==> src/rtl/dsram_access_ctrl_pkg.sv <==
// Opcodes, bus size codes, FSM state encodings and the request payload
// shared by the MEM-stage data-SRAM access controller.
package dsram_access_ctrl_pkg;

  localparam int unsigned XLEN   = 32;
  localparam int unsigned OP_W   = 8;
  localparam int unsigned STRB_W = XLEN / 8;

  localparam logic [OP_W-1:0] EXE_LB_OP  = 8'b1110_0000;
  localparam logic [OP_W-1:0] EXE_LH_OP  = 8'b1110_0001;
  localparam logic [OP_W-1:0] EXE_LW_OP  = 8'b1110_0011;
  localparam logic [OP_W-1:0] EXE_LBU_OP = 8'b1110_0100;
  localparam logic [OP_W-1:0] EXE_LHU_OP = 8'b1110_0101;
  localparam logic [OP_W-1:0] EXE_SB_OP  = 8'b1110_1000;
  localparam logic [OP_W-1:0] EXE_SH_OP  = 8'b1110_1001;
  localparam logic [OP_W-1:0] EXE_SW_OP  = 8'b1110_1011;

  localparam logic [1:0] SIZE_BYTE = 2'd0;
  localparam logic [1:0] SIZE_HALF = 2'd1;
  localparam logic [1:0] SIZE_WORD = 2'd2;

  typedef enum logic [2:0] {
    DSRAM_S_IDLE  = 3'd0,
    DSRAM_S_REQ   = 3'd1,
    DSRAM_S_WAIT  = 3'd2,
    DSRAM_S_DONE  = 3'd3,
    DSRAM_S_DRAIN = 3'd4
  } dsram_state_e;

  typedef struct packed {
    logic              wr;
    logic [1:0]        size;
    logic [XLEN-1:0]   addr;
    logic [XLEN-1:0]   wdata;
    logic [STRB_W-1:0] strb;
  } dsram_req_t;

endpackage

==> src/rtl/dsram_access_ctrl_align.sv <==
// Combinational lane logic: alignment checks, store byte-enables/data shift,
// and load byte/half extraction with sign or zero extension.
module dsram_access_ctrl_align
  import dsram_access_ctrl_pkg::*;
(
  input  logic [OP_W-1:0]   req_op_i,
  input  logic [1:0]        req_addr_lo_i,
  input  logic [XLEN-1:0]   req_wdata_i,
  input  logic [OP_W-1:0]   rsp_op_i,
  input  logic [1:0]        rsp_addr_lo_i,
  input  logic [XLEN-1:0]   rsp_rdata_i,
  output logic              req_is_mem_o,
  output logic              req_is_store_o,
  output logic              adel_o,
  output logic              ades_o,
  output logic [1:0]        req_size_o,
  output logic [STRB_W-1:0] req_strb_o,
  output logic [XLEN-1:0]   req_wdata_o,
  output logic [XLEN-1:0]   rsp_data_o
);

  logic [7:0]  rsp_byte;
  logic [15:0] rsp_half;

  always_comb begin
    req_is_mem_o   = 1'b0;
    req_is_store_o = 1'b0;
    adel_o         = 1'b0;
    ades_o         = 1'b0;
    req_size_o     = SIZE_WORD;
    req_strb_o     = '0;
    req_wdata_o    = '0;
    case (req_op_i)
      EXE_LB_OP, EXE_LBU_OP: begin
        req_is_mem_o = 1'b1;
        req_size_o   = SIZE_BYTE;
      end
      EXE_LH_OP, EXE_LHU_OP: begin
        req_is_mem_o = 1'b1;
        req_size_o   = SIZE_HALF;
        adel_o       = req_addr_lo_i[0];
      end
      EXE_LW_OP: begin
        req_is_mem_o = 1'b1;
        adel_o       = |req_addr_lo_i;
      end
      EXE_SB_OP: begin
        req_is_mem_o   = 1'b1;
        req_is_store_o = 1'b1;
        req_size_o     = SIZE_BYTE;
        req_strb_o     = STRB_W'(4'b0001 << req_addr_lo_i);
        req_wdata_o    = req_wdata_i << {req_addr_lo_i, 3'b000};
      end
      EXE_SH_OP: begin
        req_is_mem_o   = 1'b1;
        req_is_store_o = 1'b1;
        req_size_o     = SIZE_HALF;
        ades_o         = req_addr_lo_i[0];
        req_strb_o     = req_addr_lo_i[1] ? 4'b1100 : 4'b0011;
        req_wdata_o    = req_addr_lo_i[1] ? {req_wdata_i[15:0], 16'h0000} : req_wdata_i;
      end
      EXE_SW_OP: begin
        req_is_mem_o   = 1'b1;
        req_is_store_o = 1'b1;
        ades_o         = |req_addr_lo_i;
        req_strb_o     = 4'b1111;
        req_wdata_o    = req_wdata_i;
      end
      default: ;
    endcase
  end

  // Load side uses the latched op/address, not the live MEM-stage inputs.
  always_comb begin
    case (rsp_addr_lo_i)
      2'd0:    rsp_byte = rsp_rdata_i[7:0];
      2'd1:    rsp_byte = rsp_rdata_i[15:8];
      2'd2:    rsp_byte = rsp_rdata_i[23:16];
      default: rsp_byte = rsp_rdata_i[31:24];
    endcase
    rsp_half = rsp_addr_lo_i[1] ? rsp_rdata_i[31:16] : rsp_rdata_i[15:0];
    case (rsp_op_i)
      EXE_LB_OP:  rsp_data_o = {{24{rsp_byte[7]}}, rsp_byte};
      EXE_LBU_OP: rsp_data_o = {24'h000000, rsp_byte};
      EXE_LH_OP:  rsp_data_o = {{16{rsp_half[15]}}, rsp_half};
      EXE_LHU_OP: rsp_data_o = {16'h0000, rsp_half};
      default:    rsp_data_o = rsp_rdata_i;
    endcase
  end

endmodule

==> config.mk <==
export PLATFORM = sky130hd
export DESIGN_NAME = dsram_access_ctrl_align
export DESIGN_NICKNAME = d
export VERILOG_FILES = /design/src/rtl/dsram_access_ctrl_pkg.sv /design/src/rtl/dsram_access_ctrl_align.sv
export SDC_FILE = /design/constraint.sdc
export NUM_CORES = 1
export LEC_CHECK = 0
export CAP_MARGIN = 20
export CELL_PAD_IN_SITES_DETAIL_PLACEMENT = 0
export CELL_PAD_IN_SITES_GLOBAL_PLACEMENT = 1
export CORE_MARGIN = 1
export CORE_UTILIZATION = 23
export DETAILED_ROUTE_END_ITERATION = 8
export GPL_ROUTABILITY_DRIVEN = 0
export PLACE_DENSITY = 0.88
export REMOVE_ABC_BUFFERS = 1
export SLEW_MARGIN = 30
export SYNTH_ARGS = -nofsm -noshare
export SYNTH_HDL_FRONTEND = slang
export SYNTH_SLANG_ARGS = --single-unit
export TNS_END_PERCENT = 20
==> constraint.sdc <==
create_clock -name vclk -period 9.8
set_input_delay 2.45 -clock vclk [all_inputs]
set_output_delay 2.45 -clock vclk [all_outputs]
set_load 0.05 [all_outputs]
==> key figures <==
Critical path
  – Worst path most repeated cell: clkdlybuf4s50_1
  – Required time of the critical path: 7350 ps
  – Slowest cell on crit path: a2111oi_4
  – Setup Crit Path Kind: input pin to output pin
  – Crit start category: input pin
  – CP cell instances: clkdlybuf4s50_1, or4b_4, or2_1, buf_4, a2111oi_4, a21o_1, clkdlybuf4s50_1
  – CP max FO: 40
  – Delay of the slowest cell on the worst path: between 800 and 900 ps
  – CP Capture Type: output pin
  – WP data arrival: 5730 ps

Power
  – Reg power frac: 0%
  – Leakage: 1.31 nW
  – Sw Ratio: 51.8%
  – Total chip power: 0.153 mW
  – P_sw: 0.0791 mW
  – Peak supply drop: between 30 and 40 uV
  – Clock Power Share: 0%
  – Int Power: about 0.074 mW
  – Comb power frac: 100.0%
  – Power Density: between 40 and 50 nW/um^2

Cells and area
  – Area Growth Syn to Fin: 92.3%
  – Register Area: 0 um^2
  – Flip-flop and latch count: 0
  – N_diodes: 0
  – Nets: 478
  – Clock buffers: 0
  – Layout cells sized above 1: 9.69%

Die
  – Die H: ~90 um
  – IO Pins: 158
  – Initial core utilization: 24.2%
  – Die area: between 8000 and 9000 um^2
  – Core region area: 7410 um^2
  – DIE WIDTH: 90.3 um
  – # rows: 31

Timing
  – Final setup viols: 0
  – Final hold viol count: 0
  – WHS: 6180 ps
  – Setup tns final: 0 ps
  – Period minus WS final: 8180 ps
  – RSZ-0062 raised after global routing: no
  – Fmax: 122 MHz
  – Slew Viols, Final: 0
  – Final period util: between 80% and 90%
  – Final setup margin: about 1600 ps
  – Max_slew headroom: 39.9%
  – Tightest Pin Transition: around 900 ps

Clocking
  – # Post-CTS Setup Buffers: 0
  – Post-CTS Hold Buffers: 0
  – Post-cts resize count: 0

Yosys
  – Sequential share of the synthesized area: 0%
  – Biggest area consumer among synthesized cells: mux4_2
  – Yosys top cell area share: 11.3%
  – Xor/xnor cell area share of the yosys netlist: 0%
  – Count of cell types in the netlist: 38
  – Post-synthesis simple-gate area fraction: 22.4%
  – Yosys warns: 0
  – Synthesized instance count: 255
  – Synth top area cells: mux4_2 11%, mux2_2 9.4%, o22ai_1 8.0%, a21o_1 6.7%, a22o_1 5.9%
  – Post-Synth Adder-Cell Area: 0%
  – Main combinational cell family by area after synthesis: compound AO/OA/AOI/OAI gates
  – Post-synthesis mux area share: 25.8%
  – Most frequent cells after synthesis: 23 x o22ai_1, 22 x clkbuf_1, 21 x nand2_1
  – Most numerous cell in the Yosys netlist: o22ai_1
  – Mapped Area: between 1500 and 2000 um^2
  – Mean Syn Cell Area: 7.03 um^2
  – Synth Area in Compound Gates: 43.3%

Routing
  – Number of remaining DRC errors: 0
  – Vias post-DR: 2619
  – WL final: just under 8000 um
  – Drt via density: 5.33
  – Detail Route Antenna Nets: 0
  – DR iter-0 viols: 79
  – WL/cell: 16.1 um
  – Drt first pass iters: 4

Global route
  – Congestion Overflow GR: 0
  – Tot GR Track Use: 18.4%
  – Number of global-route vias before repair: 2534
  – First-pass GRT wire length: 13000 um
  – Largest net degree at the start of global routing: between 40 and 50
  – Antenna violations before repair: 0

Outcome
  – Outcome: finished clean

Place
  – DP HPWL: 6070 um
  – Buffers added on ports: 158
  – Pre-CTS WS: 1620 ps

Job
  – Max_cap viols: 0

Worst hold path
  – Worst hold path class: input pin to output pin
==> power by group through the flow <==
stage               clock network, mW  registers [mW]  logic (mW)
CTS                                 0               0       0.153
global placement                    0               0       0.150
detailed placement                  0               0       0.152
global route                        0               0       0.162
finish                              0               0       0.153
floorplan                           0               0      0.0756
==> kinds of logic (layout without fill, tap and decap cells) <==
group / count (synthesis) / after routing
multiplexers: 33 / 33
AND/OR/NAND/NOR: 78 / 78
buffers and inverters: 38 / 175
AO/OA/AOI/OAI: 106 / 106
==> path summary, 6_finish.rpt <==
check             depth (start not counted)              end       startpoint
setup / recovery                          7   rsp_data_o[18]      rsp_op_i[1]
hold / removal                            3  req_wdata_o[25]  req_wdata_i[17]
==> cell type report <==
class / count / area (um^2)
timing repair buffer: 165 / 1630
fill: 734 / 3960
multi-input combinational: 217 / 1650
inverter: 10 / 37.5
tap: 99 / 124
==> stage by stage <==
step                utilization [%]  instances  area [um^2]
global route                   46.5        491         3450
floorplan                         -        227         1680
detailed placement             46.5        491         3450
CTS                            46.5        491         3450
global placement               46.5        491         3440
finish                         46.5        491         3450
==> layout by cell type, fill, tap and decap left out, types with 2 or more instances in the layout <==
cell             count
and2_1               8
o2bb2ai_1            4
or3_1                2
a211oi_1             2
nand2b_1            10
inv_1               10
nand2_1             21
nand4_1              3
a22oi_1             12
a21oi_1             14
mux2_2              15
nor2_1              20
a22o_1              12
mux2i_1              9
clkdlybuf4s50_1    158
o21ai_0              8
nor2b_1              4
buf_4                7
o22ai_1             23
a21o_1              16
nor3_1               2
a221o_1              7
a32oi_1              3
mux4_2               9
==> metal layers <==
metal	share of wire, %	routed length [um]	up-vias	global-route usage, %
met4	0	0	0	0.806
met1	43	3380	1217	23.8
li1	-	-	1266	-
met5	0	0	-	0
met3	9.8	778	0	4.46
met2	47	3750	136	32.4
==> critical path, delay by kind of cell <==
| kind | cells | cell delay, ps |
|---|---|---|
| and+or+nand+nor | 2 | 780 |
| AOI/OAI and AO/OA | 2 | 1020 |
| buffers and inverters | 3 | 1450 |
(Power assumes the default switching activity.)
